==> config.mk <==
export PLATFORM = sky130hd
export DESIGN_NAME = pulse_pacer
export DESIGN_NICKNAME = d
export VERILOG_FILES = /design/src/rtl/dma_sync_pkg.sv /design/src/rtl/pulse_pacer_cnt.sv /design/src/rtl/pulse_pacer.sv
export SDC_FILE = /design/constraint.sdc
export NUM_CORES = 1
export LEC_CHECK = 0
export BUFFER_PORTS_ARGS = -buffer_cell sky130_fd_sc_hd__clkbuf_2
export CAP_MARGIN = 20
export CORE_MARGIN = 1.5
export CORE_UTILIZATION = 30
export CTS_BUF_LIST = sky130_fd_sc_hd__clkbuf_16
export CTS_CLUSTER_SIZE = 30
export DETAILED_ROUTE_END_ITERATION = 16
export GPL_ROUTABILITY_DRIVEN = 0
export GPL_TIMING_DRIVEN = 0
export PLACE_DENSITY = 0.49
export SETUP_SLACK_MARGIN = 0.1
export SYNTH_ARGS = -nofsm -noshare
export SYNTH_HDL_FRONTEND = slang
export SYNTH_SLANG_ARGS = --single-unit
==> constraint.sdc <==
create_clock -name clk_a -period 3.1 [get_ports clk_a]
set_input_delay 0.155 -clock clk_a [delete_from_list [all_inputs] [get_ports clk_a]]
set_output_delay 0.155 -clock clk_a [all_outputs]
set_load 0.01 [all_outputs]
==> src/rtl/dma_sync_pkg.sv <==
// Shared types and defaults for the DMA clock-domain-crossing pulse path.
package dma_sync_pkg;

  localparam int unsigned MIN_GAP_DEF = 6;
  localparam int unsigned PEND_W_DEF  = 8;

  typedef enum logic [0:0] {
    PACER_IDLE = 1'b0,
    PACER_GAP  = 1'b1
  } pacer_state_e;

endpackage

==> src/rtl/pulse_pacer_cnt.sv <==
// Saturating up/down counter of pending events; flags an increment dropped at full scale.
module pulse_pacer_cnt #(
  parameter int unsigned CNT_W = 8
) (
  input  logic             clk_a,
  input  logic             reset_a,
  input  logic             inc,
  input  logic             dec,
  input  logic             clr,
  output logic [CNT_W-1:0] count,
  output logic [CNT_W-1:0] count_nxt_c,
  output logic             sat_drop
);

  localparam logic [CNT_W-1:0] CNT_MAX = '1;

  // inc together with dec cancels out, so a full counter can still accept an event
  always_comb begin
    count_nxt_c = count;
    sat_drop    = 1'b0;
    if (clr) begin
      count_nxt_c = '0;
    end else if (inc && !dec) begin
      if (count == CNT_MAX) begin
        sat_drop = 1'b1;
      end else begin
        count_nxt_c = count + CNT_W'(1);
      end
    end else if (dec && !inc && (count != '0)) begin
      count_nxt_c = count - CNT_W'(1);
    end
  end

  always_ff @(posedge clk_a) begin
    if (reset_a) begin
      count <= '0;
    end else begin
      count <= count_nxt_c;
    end
  end

endmodule

==> src/rtl/pulse_pacer.sv <==
// Paces single-cycle event strobes into pulses spaced at least MIN_GAP cycles apart,
// keeping a saturating backlog and a sticky overflow flag.
module pulse_pacer
  import dma_sync_pkg::*;
#(
  parameter int unsigned CNT_W   = PEND_W_DEF,
  parameter int unsigned MIN_GAP = MIN_GAP_DEF
) (
  input  logic             clk_a,
  input  logic             reset_a,
  input  logic             evt_in,
  input  logic             flush,
  input  logic             clr_ovf,
  output logic             pulse_out,
  output logic [CNT_W-1:0] pending,
  output logic             overflow,
  output logic             busy
);

  localparam int unsigned      GAP_W    = $clog2(MIN_GAP + 1);
  localparam logic [GAP_W-1:0] GAP_LOAD = GAP_W'(MIN_GAP);
  localparam logic [GAP_W-1:0] GAP_LAST = GAP_W'(1);

  pacer_state_e     state;
  pacer_state_e     state_nxt;
  logic [GAP_W-1:0] gap_cnt;
  logic [GAP_W-1:0] gap_cnt_nxt;
  logic             want_c;
  logic             issue_c;
  logic [CNT_W-1:0] pend_nxt_c;
  logic             sat_drop_c;

  pulse_pacer_cnt #(
    .CNT_W (CNT_W)
  ) u_cnt (
    .clk_a       (clk_a),
    .reset_a     (reset_a),
    .inc         (evt_in & ~flush),
    .dec         (issue_c),
    .clr         (flush),
    .count       (pending),
    .count_nxt_c (pend_nxt_c),
    .sat_drop    (sat_drop_c)
  );

  // flush blocks issuing but lets a running gap finish its countdown
  always_comb begin
    want_c      = ((pending != '0) || evt_in) && !flush;
    state_nxt   = state;
    gap_cnt_nxt = gap_cnt;
    issue_c     = 1'b0;
    case (state)
      PACER_IDLE: begin
        if (want_c) begin
          issue_c     = 1'b1;
          state_nxt   = PACER_GAP;
          gap_cnt_nxt = GAP_LOAD;
        end
      end
      PACER_GAP: begin
        if (gap_cnt == GAP_LAST) begin
          if (want_c) begin
            issue_c     = 1'b1;
            gap_cnt_nxt = GAP_LOAD;
          end else begin
            state_nxt   = PACER_IDLE;
            gap_cnt_nxt = '0;
          end
        end else begin
          gap_cnt_nxt = gap_cnt - GAP_W'(1);
        end
      end
    endcase
  end

  always_ff @(posedge clk_a) begin
    if (reset_a) begin
      state     <= PACER_IDLE;
      gap_cnt   <= '0;
      pulse_out <= 1'b0;
      overflow  <= 1'b0;
      busy      <= 1'b0;
    end else begin
      state     <= state_nxt;
      gap_cnt   <= gap_cnt_nxt;
      pulse_out <= issue_c;
      overflow  <= sat_drop_c | (overflow & ~clr_ovf);
      busy      <= (state_nxt == PACER_GAP) | (pend_nxt_c != '0);
    end
  end

endmodule

==> flow_summary.json, run 1 <==
{
  "outcome": "finished clean",
  "ys_seq_area_frac": 0.313,
  "clkSinkCount": 15,
  "post-cts-setup-buffer-count": 0,
  "grt_max_degree": 10,
  "grt_pass1_vias": 788,
  "firstDrtPassIters": 4,
  "avgSynthCellArea_um2": 8.06,
  "syn_inst": 119,
  "final-max-slew-violation-count": 0,
  "rows": 20,
  "worstSetupEndpointType": "flop",
  "worst_pin_slew_ns": 0.416,
  "numCtsBuffers": 3,
  "path_max_fanout": 6,
  "peakVddDrop_mv": 0.204,
  "critical_path.startpoint_type": "flop",
  "synth_fp_nets": 128,
  "hold_class": "primary input to flop",
  "period_share": 0.630,
  "final_core_util": 0.381,
  "die_h_um": 59.6,
  "post-route-min-period_ns": 1.95,
  "path_cells": "ha_1 > nand2b_4 > a211o_1 > or4_4 > a21o_1 > a21oi_2",
  "cts_buffer_depth": 2,
  "finalNetCount": 147,
  "drt_iter0_markers": 20,
  "min_from": "clr_ovf",
  "reg2reg_depth": 6,
  "arrival_ns": 2.13,
  "rsz0062_at_grt": "false",
  "dp_hpwl_mm": 1.63,
  "total_leakage_power_nw": 0.479,
  "synthArstFlopShare": 0,
  "grt_first_pass_wirelength_mm": 3.55,
  "cts_tree": "yes",
  "clock_latency_ns": 0.24,
  "min_path_cells": 4,
  "io_pins": 16,
  "cts_root_buffer": "clkbuf_16",
  "avgViaCountPerCell": 5.10,
  "drc": 0,
  "n_antenna_cell": 0,
  "crit_start": "gap_cnt[0]$_SDFFE_PP0P_",
  "tns_ns": 0,
  "setup_slack_ns": 1.15,
  "fp.coreArea_um2": 3050,
  "clock.fmax_mhz": 512,
  "drtAntennaViolNets": 0,
  "cp_data_required_time_ns": 3.28,
  "crit_slowest_cell": "or4_4",
  "synth_warnings": 0,
  "pre_cts_ws_ns": 1.15,
  "dieArea_um2": 3550,
  "ys_types": 42,
  "clock_skew_ns": 0.000834,
  "ys.flop_type": "dfxtp_1",
  "die_x_um": 59.6,
  "grt-ovfl-total": 0,
  "wire_per_inst_um": 11.9,
  "synthesis.area_um2": 960,
  "drive_above_1_share": 0.212,
  "postCtsHoldBufs": 0,
  "power.total_mw": 0.532,
  "maxCapViolations": 0,
  "numPortBuffers": 14,
  "place_inst": 177,
  "drt-total-wl_mm": 2.16,
  "worstSetupPathType": "flop to flop",
  "areaGrowthSynthToFinish_pct": 21.3,
  "initial_core_util": 0.314,
  "setup_violations": 0,
  "hold_violations": 0,
  "htreeDepth": 1,
  "min_to": "overflow$_SDFF_PP0_",
  "max_stage_delay_ns": 0.50,
  "ff2ff_setup_slack_ns": 1.15,
  "antenna_found_initial": 0,
  "cts_resized": 0,
  "powerDensity_nw_per_um2": 457,
  "ys_ff_latch": 15,
  "nFillCells": 321,
  "slew_headroom": 0.721,
  "synth_edf_count": 0,
  "r2r-end": "u_cnt.count[6]$_SDFF_PP0_",
  "final_cell_mix": "dfxtp_1 (15), clkbuf_2 (14), nor2_1 (12)",
  "r2r-start": "gap_cnt[0]$_SDFFE_PP0P_",
  "routed-via-count": 923,
  "fin_cells": 181,
  "track_usage": 0.132,
  "path_clk_slew_ns": 0.05,
  "layout_commonest_cell": "dfxtp_1"
}
-- flip-flops by register name, indices dropped and copies added (netlist names) --
name	cells
busy	1
state	1
u_cnt.count	8
overflow	1
pulse_out	1
gap_cnt	3
-- cells by family (layout without fill, tap and decap cells) --
logic type / Yosys count / in the layout / synth area share
AOI/OAI and AO/OA: 28 / 28 / 0.224
xor gates and xnor gates: 1 / 1 / 0.00913
adders and majority gates: 4 / 4 / 0.0522
buffers and inverters: 14 / 32 / 0.0665
DFF: 15 / 15 / 0.313
muxes: 1 / 1 / 0.0104
and+or+nand+nor: 56 / 56 / 0.325
-- worst max-delay path, delay by kind of cell (launching register included) --
| kind | cells | cell delay (ns) |
|---|---|---|
| simple gates | 2 | 0.59 |
| flops | 1 | 0.37 |
| fa+ha+maj | 1 | 0.25 |
| compound gates | 3 | 0.67 |
-- synth_stat cells (4+ instances only) --
cell      n  area (µm²)
a21oi_1   4        20.0
dfxtp_1  15         300
ha_1      4        50.1
inv_1     7        26.3
nand2_1   8        30.0
nand3_1   8        40.0
nor2_1   12        45.0
nor3_1    9        45.0
-- area by class of cell --
| class | instances | area (µm²) | area share |
|---|---|---|---|
| well taps | 44 | 55.1 | 0.0473 |
| clock buffers | 3 | 75.1 | 0.0645 |
| multi-input cells | 90 | 596 | 0.512 |
| flip-flops and latches | 15 | 300 | 0.258 |
| repair buffers | 14 | 70.1 | 0.0602 |
| inverters | 7 | 26.3 | 0.0226 |
| plain buffers | 7 | 37.5 | 0.0323 |
| clock inverters | 1 | 3.75 | 0.00323 |
-- worst max-delay path by stage --
| stage | endpoint | slack [ns] | depth (start not counted) |
|---|---|---|---|
| global placement | u_cnt.count[6]$_SDFF_PP0_ | 1.19 | 6 |
| finish | u_cnt.count[6]$_SDFF_PP0_ | 1.15 | 6 |
| detailed placement | u_cnt.count[6]$_SDFF_PP0_ | 1.15 | 6 |
| CTS | u_cnt.count[6]$_SDFF_PP0_ | 1.14 | 6 |
| global route | u_cnt.count[6]$_SDFF_PP0_ | 1.05 | 6 |
| floorplan | u_cnt.count[6]$_SDFF_PP0_ | 1.28 | 6 |
-- where the power goes --
group | switching (mW) | leakage, nW | total (mW) | internal [mW]
Combinational | 0.0426 | 0.314 | 0.0747 | 0.0321
Sequential | 0.00652 | 0.122 | 0.209 | 0.203
Clock | 0.0771 | 0.0423 | 0.248 | 0.171
-- through the flow --
stage	area (µm²)	hold slack (ns)
floorplan	960	0.332
global placement	1080	0.429
detailed placement	1080	0.448
CTS	1160	0.194
global route	1160	0.212
finish	1160	0.191
-- per-layer routing --
| layer | global-route usage | routed length [µm] | vias to the layer above |
|---|---|---|---|
| li1 | - | - | 477 |
| met4 | 0.0413 | 18 | 0 |
| met1 | 0.178 | 1140 | 432 |
| met2 | 0.199 | 942 | 12 |
| met5 | 0 | 0 | - |
| met3 | 0.0437 | 58 | 2 |
No activity file was read; power rests on OpenSTA's default activity.
==> inputs of run 2 (changes only) <==
ABC_AREA = 1   (was not set)
PLACE_DENSITY = 0.48   (was 0.49)
clock period = 1.9 ns   (was 3.1 ns; I/O delays follow)
==> flow_summary.json, run 2 <==
{
  "path_max_fanout": 5,
  "grt_first_pass_wirelength_mm": 4.27,
  "maxCapViolations": 0,
  "synth_commonest_cells": "nand2_1 (33), nor2_1 (19), nand3_1 (17)",
  "max_stage_delay_ns": 0.34,
  "fp.coreArea_um2": 3390,
  "numCtsBuffers": 3,
  "initial_core_util": 0.318,
  "synth_edf_count": 0,
  "nFillCells": 366,
  "avgSynthCellArea_um2": 6.83,
  "wire_per_inst_um": 11.0,
  "regMostFlops": "u_cnt.count",
  "largest_reg_flops": 8,
  "dp_hpwl_mm": 1.88,
  "dieArea_um2": 3960,
  "arrival_ns": 1.74,
  "ys_types": 29,
  "cts_buffer_depth": 2,
  "p_switching_mw": 0.319,
  "yosysMostFrequentCell": "nand2_1",
  "die_x_um": 63.0,
  "synth_area_leaders": "dfxtp_1 (28%), nand2_1 (11%), nand3_1 (7.9%)",
  "clock_latency_ns": 0.25,
  "ys_seq_area_frac": 0.278,
  "drt_iter0_markers": 37,
  "peakVddDrop_mv": 0.397,
  "power.total_mw": 1.04,
  "path_clk_slew_ns": 0.05,
  "path_cells": "inv_1 > ha_2 > inv_2 > nor3_4 > nand2_4 > nand3_4 > nand2_4 > a21oi_2 > nor2_1 > nor2_1 > nor2_1",
  "total_leakage_power_nw": 0.604,
  "cts_tree": "yes",
  "syn_inst": 158,
  "grt-ovfl-total": 0,
  "hold_class": "primary input to flop",
  "numPortBuffers": 15,
  "top_regs": "u_cnt.count (8), gap_cnt (3)",
  "drive_above_1_share": 0.299,
  "final-max-slew-violation-count": 0,
  "ys_ff_latch": 15,
  "track_usage": 0.134,
  "crit_slowest_cell": "dfxtp_2",
  "drt-total-wl_mm": 2.45,
  "antenna_found_initial": 0,
  "htreeDepth": 1,
  "setup_violations": 0,
  "rsz0062_at_grt": "false",
  "grt_max_degree": 11,
  "slew_headroom": 0.642,
  "clkPwrFrac": 0.399,
  "critical_path.startpoint_type": "flop",
  "n_antenna_cell": 0,
  "avgViaCountPerCell": 4.57,
  "drc": 0,
  "hold_violations": 0,
  "layout_commonest_cell": "nand2_1",
  "critPathTopFamily": "simple AND/OR/NAND/NOR gates",
  "netSwitchingFraction": 0.307,
  "cp_data_required_time_ns": 2.02,
  "grt_pass1_vias": 970,
  "areaGrowthSynthToFinish_pct": 21.7,
  "worst_pin_slew_ns": 0.538,
  "synthArstFlopShare": 0,
  "pwr-share-seq": 0.357,
  "die_h_um": 63.0,
  "synthesis.area_um2": 1080,
  "internal-power_mw": 0.720,
  "powerDensity_nw_per_um2": 792,
  "clkSinkCount": 15,
  "postCtsHoldBufs": 0,
  "post-route-min-period_ns": 1.62,
  "ys.flop_type": "dfxtp_1",
  "worstSetupEndpointType": "flop",
  "yosys.area.top_type": "dfxtp_1",
  "period_share": 0.854,
  "io_pins": 16,
  "rows": 21,
  "tns_ns": 0,
  "final_cell_mix": "nand2_1 (33), nor2_1 (18), nand3_1 (17)",
  "routed-via-count": 1019,
  "yosysTopAreaCellShare": 0.278,
  "critPathBufInv": 2,
  "synth_fp_nets": 167,
  "drtAntennaViolNets": 0,
  "outcome": "finished clean",
  "firstDrtPassIters": 4,
  "final_core_util": 0.387,
  "cts_root_buffer": "clkbuf_16",
  "cp_common_cell": "nor2_1",
  "clock_skew_ns": 0.00335,
  "finalNetCount": 187,
  "p_comb_frac": 0.244,
  "clock.fmax_mhz": 616,
  "worstSetupPathType": "flop to flop",
  "synth_warnings": 0
}
[run 2: cell types whose count changed after synthesis, moves of 3 or more]
cell / previous run / this run
nor3_2: 1 / 4
nor2_1: 12 / 19
nand2_1: 8 / 33
buf_2: 3 / 0
a21oi_1: 4 / 11
nand3_1: 8 / 17
and3_1: 3 / 0
nand2_2: 0 / 5
nor2_4: 0 / 3
a221oi_1: 3 / 0
nor3_1: 9 / 4
inv_1: 7 / 14
inv_2: 0 / 8
a211oi_1: 3 / 0
[run 2: worst reg2reg max path, stage by stage (launching register included)]
cell	delay, ns
dfxtp_2	0.34
inv_1	0.09
ha_2	0.22
inv_2	0.07
nor3_4	0.15
nand2_4	0.08
nand3_4	0.12
nand2_4	0.08
a21oi_2	0.15
nor2_1	0.07
nor2_1	0.08
nor2_1	0.04
[run 2: path summary, 6_finish.rpt]
path / from / end / slack (ns) / cells past startpoint
setup / recovery: u_cnt.count[1]$_SDFF_PP0_ / busy$_SDFF_PP0_ / 0.28 / 11
hold / removal: reset_a / u_cnt.count[0]$_SDFF_PP0_ / 0.05 / 2
setup reg to reg: u_cnt.count[1]$_SDFF_PP0_ / busy$_SDFF_PP0_ / 0.28 / 11
hold reg to reg: overflow$_SDFF_PP0_ / overflow$_SDFF_PP0_ / 0.48 / 2
[run 2: stage by stage]
stage	setup slack [ns]	cell area, µm²	cells	hold slack (ns)
after floorplan	0.260	1080	158	0.172
after global placement	0.133	1210	219	0.327
after detailed placement	0.117	1210	219	0.327
final	0.278	1310	223	0.0550
after CTS	0.124	1300	223	0.0603
after global routing	0.115	1310	223	0.0644
[run 2: cell families (layout without fill, tap and decap cells)]
kind of cell	after synthesis	in the layout	synth area share
compound gates	18	18	0.108
xor+xnor	3	3	0.0244
fa+ha+maj	4	4	0.0464
buf+inv	24	43	0.0858
flops	15	15	0.278
simple gates	94	94	0.457
[run 2: cell type report]
class                      count  area (µm²)  area share
tap                           46        57.6      0.0439
clock buffer                   3        75.1      0.0572
multi-input combinational    119         706       0.538
sequential                    15         303       0.231
buffer                         1        3.75     0.00286
timing repair buffer          15        75.1      0.0572
inverter                      23        88.8      0.0677
clock inverter                 1        3.75     0.00286
[run 2: what timing repair did]
| item | in CTS | in global routing |
|---|---|---|
| resized for setup | 3 | 5 |
| hold endpoints to repair | 0 | 0 |
| pin swaps | 1 | 1 |
| setup endpoints to repair | 1 | 7 |
| setup buffers | 0 | 0 |
[run 2: layer usage]
layer | vias to the layer above | global-route usage | routed length [µm]
met5 | - | 0 | 0
met4 | 0 | 0.0472 | 27
met3 | 4 | 0.0414 | 118
met2 | 21 | 0.198 | 1030
met1 | 448 | 0.183 | 1270
li1 | 546 | - | -
[run 2: power by group through the flow]
stage,Sequential (mW),Combinational (mW),Clock (mW)
global placement,0.376,0.247,0
CTS,0.371,0.251,0.425
floorplan,0.377,0.191,0
global route,0.376,0.289,0.442
finish,0.371,0.254,0.414
detailed placement,0.376,0.248,0
==> inputs of run 3 (changes only) <==
ABC_AREA = not set   (was 1)
CELL_PAD_IN_SITES_DETAIL_PLACEMENT = 1   (was not set)
CELL_PAD_IN_SITES_GLOBAL_PLACEMENT = 2   (was not set)
PLACE_DENSITY = 0.74   (was 0.48)
==> flow_summary.json, run 3 (synthesis results as in run 1) <==
{
  "outcome": "finished clean",
  "clock_latency_ns": 0.25,
  "pre_cts_ws_ns": -0.0257,
  "worstSetupPathType": "flop to flop",
  "slew_headroom": 0.735,
  "die_x_um": 59.6,
  "cts_tree": "yes",
  "stdcell_area_um2": 1310,
  "clock_skew_ns": 0.00546,
  "worst_pin_slew_ns": 0.398,
  "worstSetupEndpointType": "flop",
  "areaGrowthSynthToFinish_pct": 36.0,
  "path_clk_slew_ns": 0.05,
  "peakVddDrop_mv": 0.251,
  "n_antenna_cell": 0,
  "final-max-slew-violation-count": 0,
  "routed-via-count": 966,
  "setup_violations": 0,
  "regMostFlops": "u_cnt.count",
  "tns_ns": 0,
  "reg2reg_depth": 7,
  "final_core_util": 0.427,
  "r2r-start": "gap_cnt[1]$_SDFFE_PP0P_",
  "layout_commonest_cell": "clkbuf_2",
  "hold_class": "primary input to flop",
  "powerDensity_nw_per_um2": 699,
  "numCtsBuffers": 3,
  "htreeDepth": 1,
  "drt_iter0_markers": 24,
  "place_inst": 177,
  "maxCapViolations": 0,
  "register_area_um2": 309,
  "grt-ovfl-total": 0,
  "cts_buffer_depth": 2,
  "hold_violations": 0,
  "io_pins": 16,
  "dp_hpwl_mm": 1.97,
  "min_from": "clr_ovf",
  "dieArea_um2": 3550,
  "cp_data_required_time_ns": 2.08,
  "critical_path.startpoint_type": "flop",
  "final_cell_mix": "clkbuf_2 (15), nor2_1 (12), nand2_1 (8), dfxtp_1 (8)",
  "drtAntennaViolNets": 0,
  "grt_first_pass_wirelength_mm": 4.55,
  "grt_pass1_vias": 946,
  "fp.coreArea_um2": 3050,
  "die_h_um": 59.6,
  "antenna_found_initial": 0,
  "finalNetCount": 151,
  "drive_above_1_share": 0.397,
  "drc": 0,
  "drt-total-wl_mm": 2.77,
  "firstDrtPassIters": 4,
  "total_leakage_power_nw": 0.537,
  "clock.fmax_mhz": 545,
  "grt_max_degree": 10,
  "period_share": 0.966,
  "numPortBuffers": 14,
  "rows": 20,
  "crit_start": "gap_cnt[1]$_SDFFE_PP0P_",
  "initial_core_util": 0.314,
  "placed_area_um2": 1090,
  "avgViaCountPerCell": 5.22,
  "fin_cells": 185,
  "cts_root_buffer": "clkbuf_16",
  "arrival_ns": 2.02,
  "multi_input_area_um2": 696,
  "nFillCells": 378,
  "rsz0062_at_grt": "true",
  "postCtsHoldBufs": 0,
  "min_path_cells": 4,
  "setup_slack_ns": 0.0647,
  "top_regs": "u_cnt.count (8), gap_cnt (3)",
  "post-route-min-period_ns": 1.84,
  "largest_reg_flops": 8,
  "clkSinkCount": 15,
  "track_usage": 0.171,
  "path_max_fanout": 6,
  "wire_per_inst_um": 15.0
}
[run 3: cell count changes in the layout (fill, tap and decap cells not counted), sizes merged, moves of 7 or more]
cell   delta
nand2    -32
inv      -17
nand3    -11
nor2     -11
buf       +8
a21oi     -7
[run 3: final cells by class]
class | instances | area share
clock inverters | 1 | 0.00384
multi-input cells | 90 | 0.533
repair buffers | 18 | 0.0767
well taps | 44 | 0.0422
inverters | 7 | 0.0201
flip-flops and latches | 15 | 0.237
clock buffers | 3 | 0.0575
plain buffers | 7 | 0.0297
[run 3: critical path, cell delays in order (launching register included)]
cell and delay, ns:
dfxtp_2 0.32, inv_2 0.07, ha_4 0.16, nand2b_4 0.08
a211o_4 0.37, or4_4 0.49, a21o_1 0.18, a21oi_2 0.10
[run 3: worst paths after layout]
check        slack [ns]                   endpoint
max reg2reg        0.06  u_cnt.count[6]$_SDFF_PP0_
min reg2reg        0.50        overflow$_SDFF_PP0_
min                0.13        overflow$_SDFF_PP0_
max                0.06  u_cnt.count[6]$_SDFF_PP0_
[run 3: power by group]
part	total, mW	switching, mW	internal (mW)
Combinational	0.152	0.0849	0.0670
Clock	0.417	0.136	0.281
Sequential	0.343	0.0119	0.332
[run 3: stage by stage]
stage                     hold slack, ns  power (mW)
after CTS                          0.134       0.910
after global routing               0.200       0.960
after floorplan                    0.272       0.438
after global placement             0.373       0.470
final                              0.130       0.913
after detailed placement           0.388       0.475
[run 3: timing repair]
| action | 4_1_cts | 5_1_grt |
|---|---|---|
| gates cloned | 0 | 0 |
| setup endpoints to repair | 5 | 7 |
| buffers inserted | 0 | 4 |
| pin swaps | 1 | 4 |
| resized for setup | 7 | 20 |
[run 3: per-layer routing]
layer | part of all wire | wire (µm) | vias up | track usage
li1 | - | - | 485 | -
met2 | 0.50 | 1400 | 8 | 0.284
met1 | 0.47 | 1300 | 471 | 0.225
met5 | 0 | 0 | - | 0
met3 | 0.019 | 54 | 2 | 0.0262
met4 | 0.0069 | 19 | 0 | 0.0571
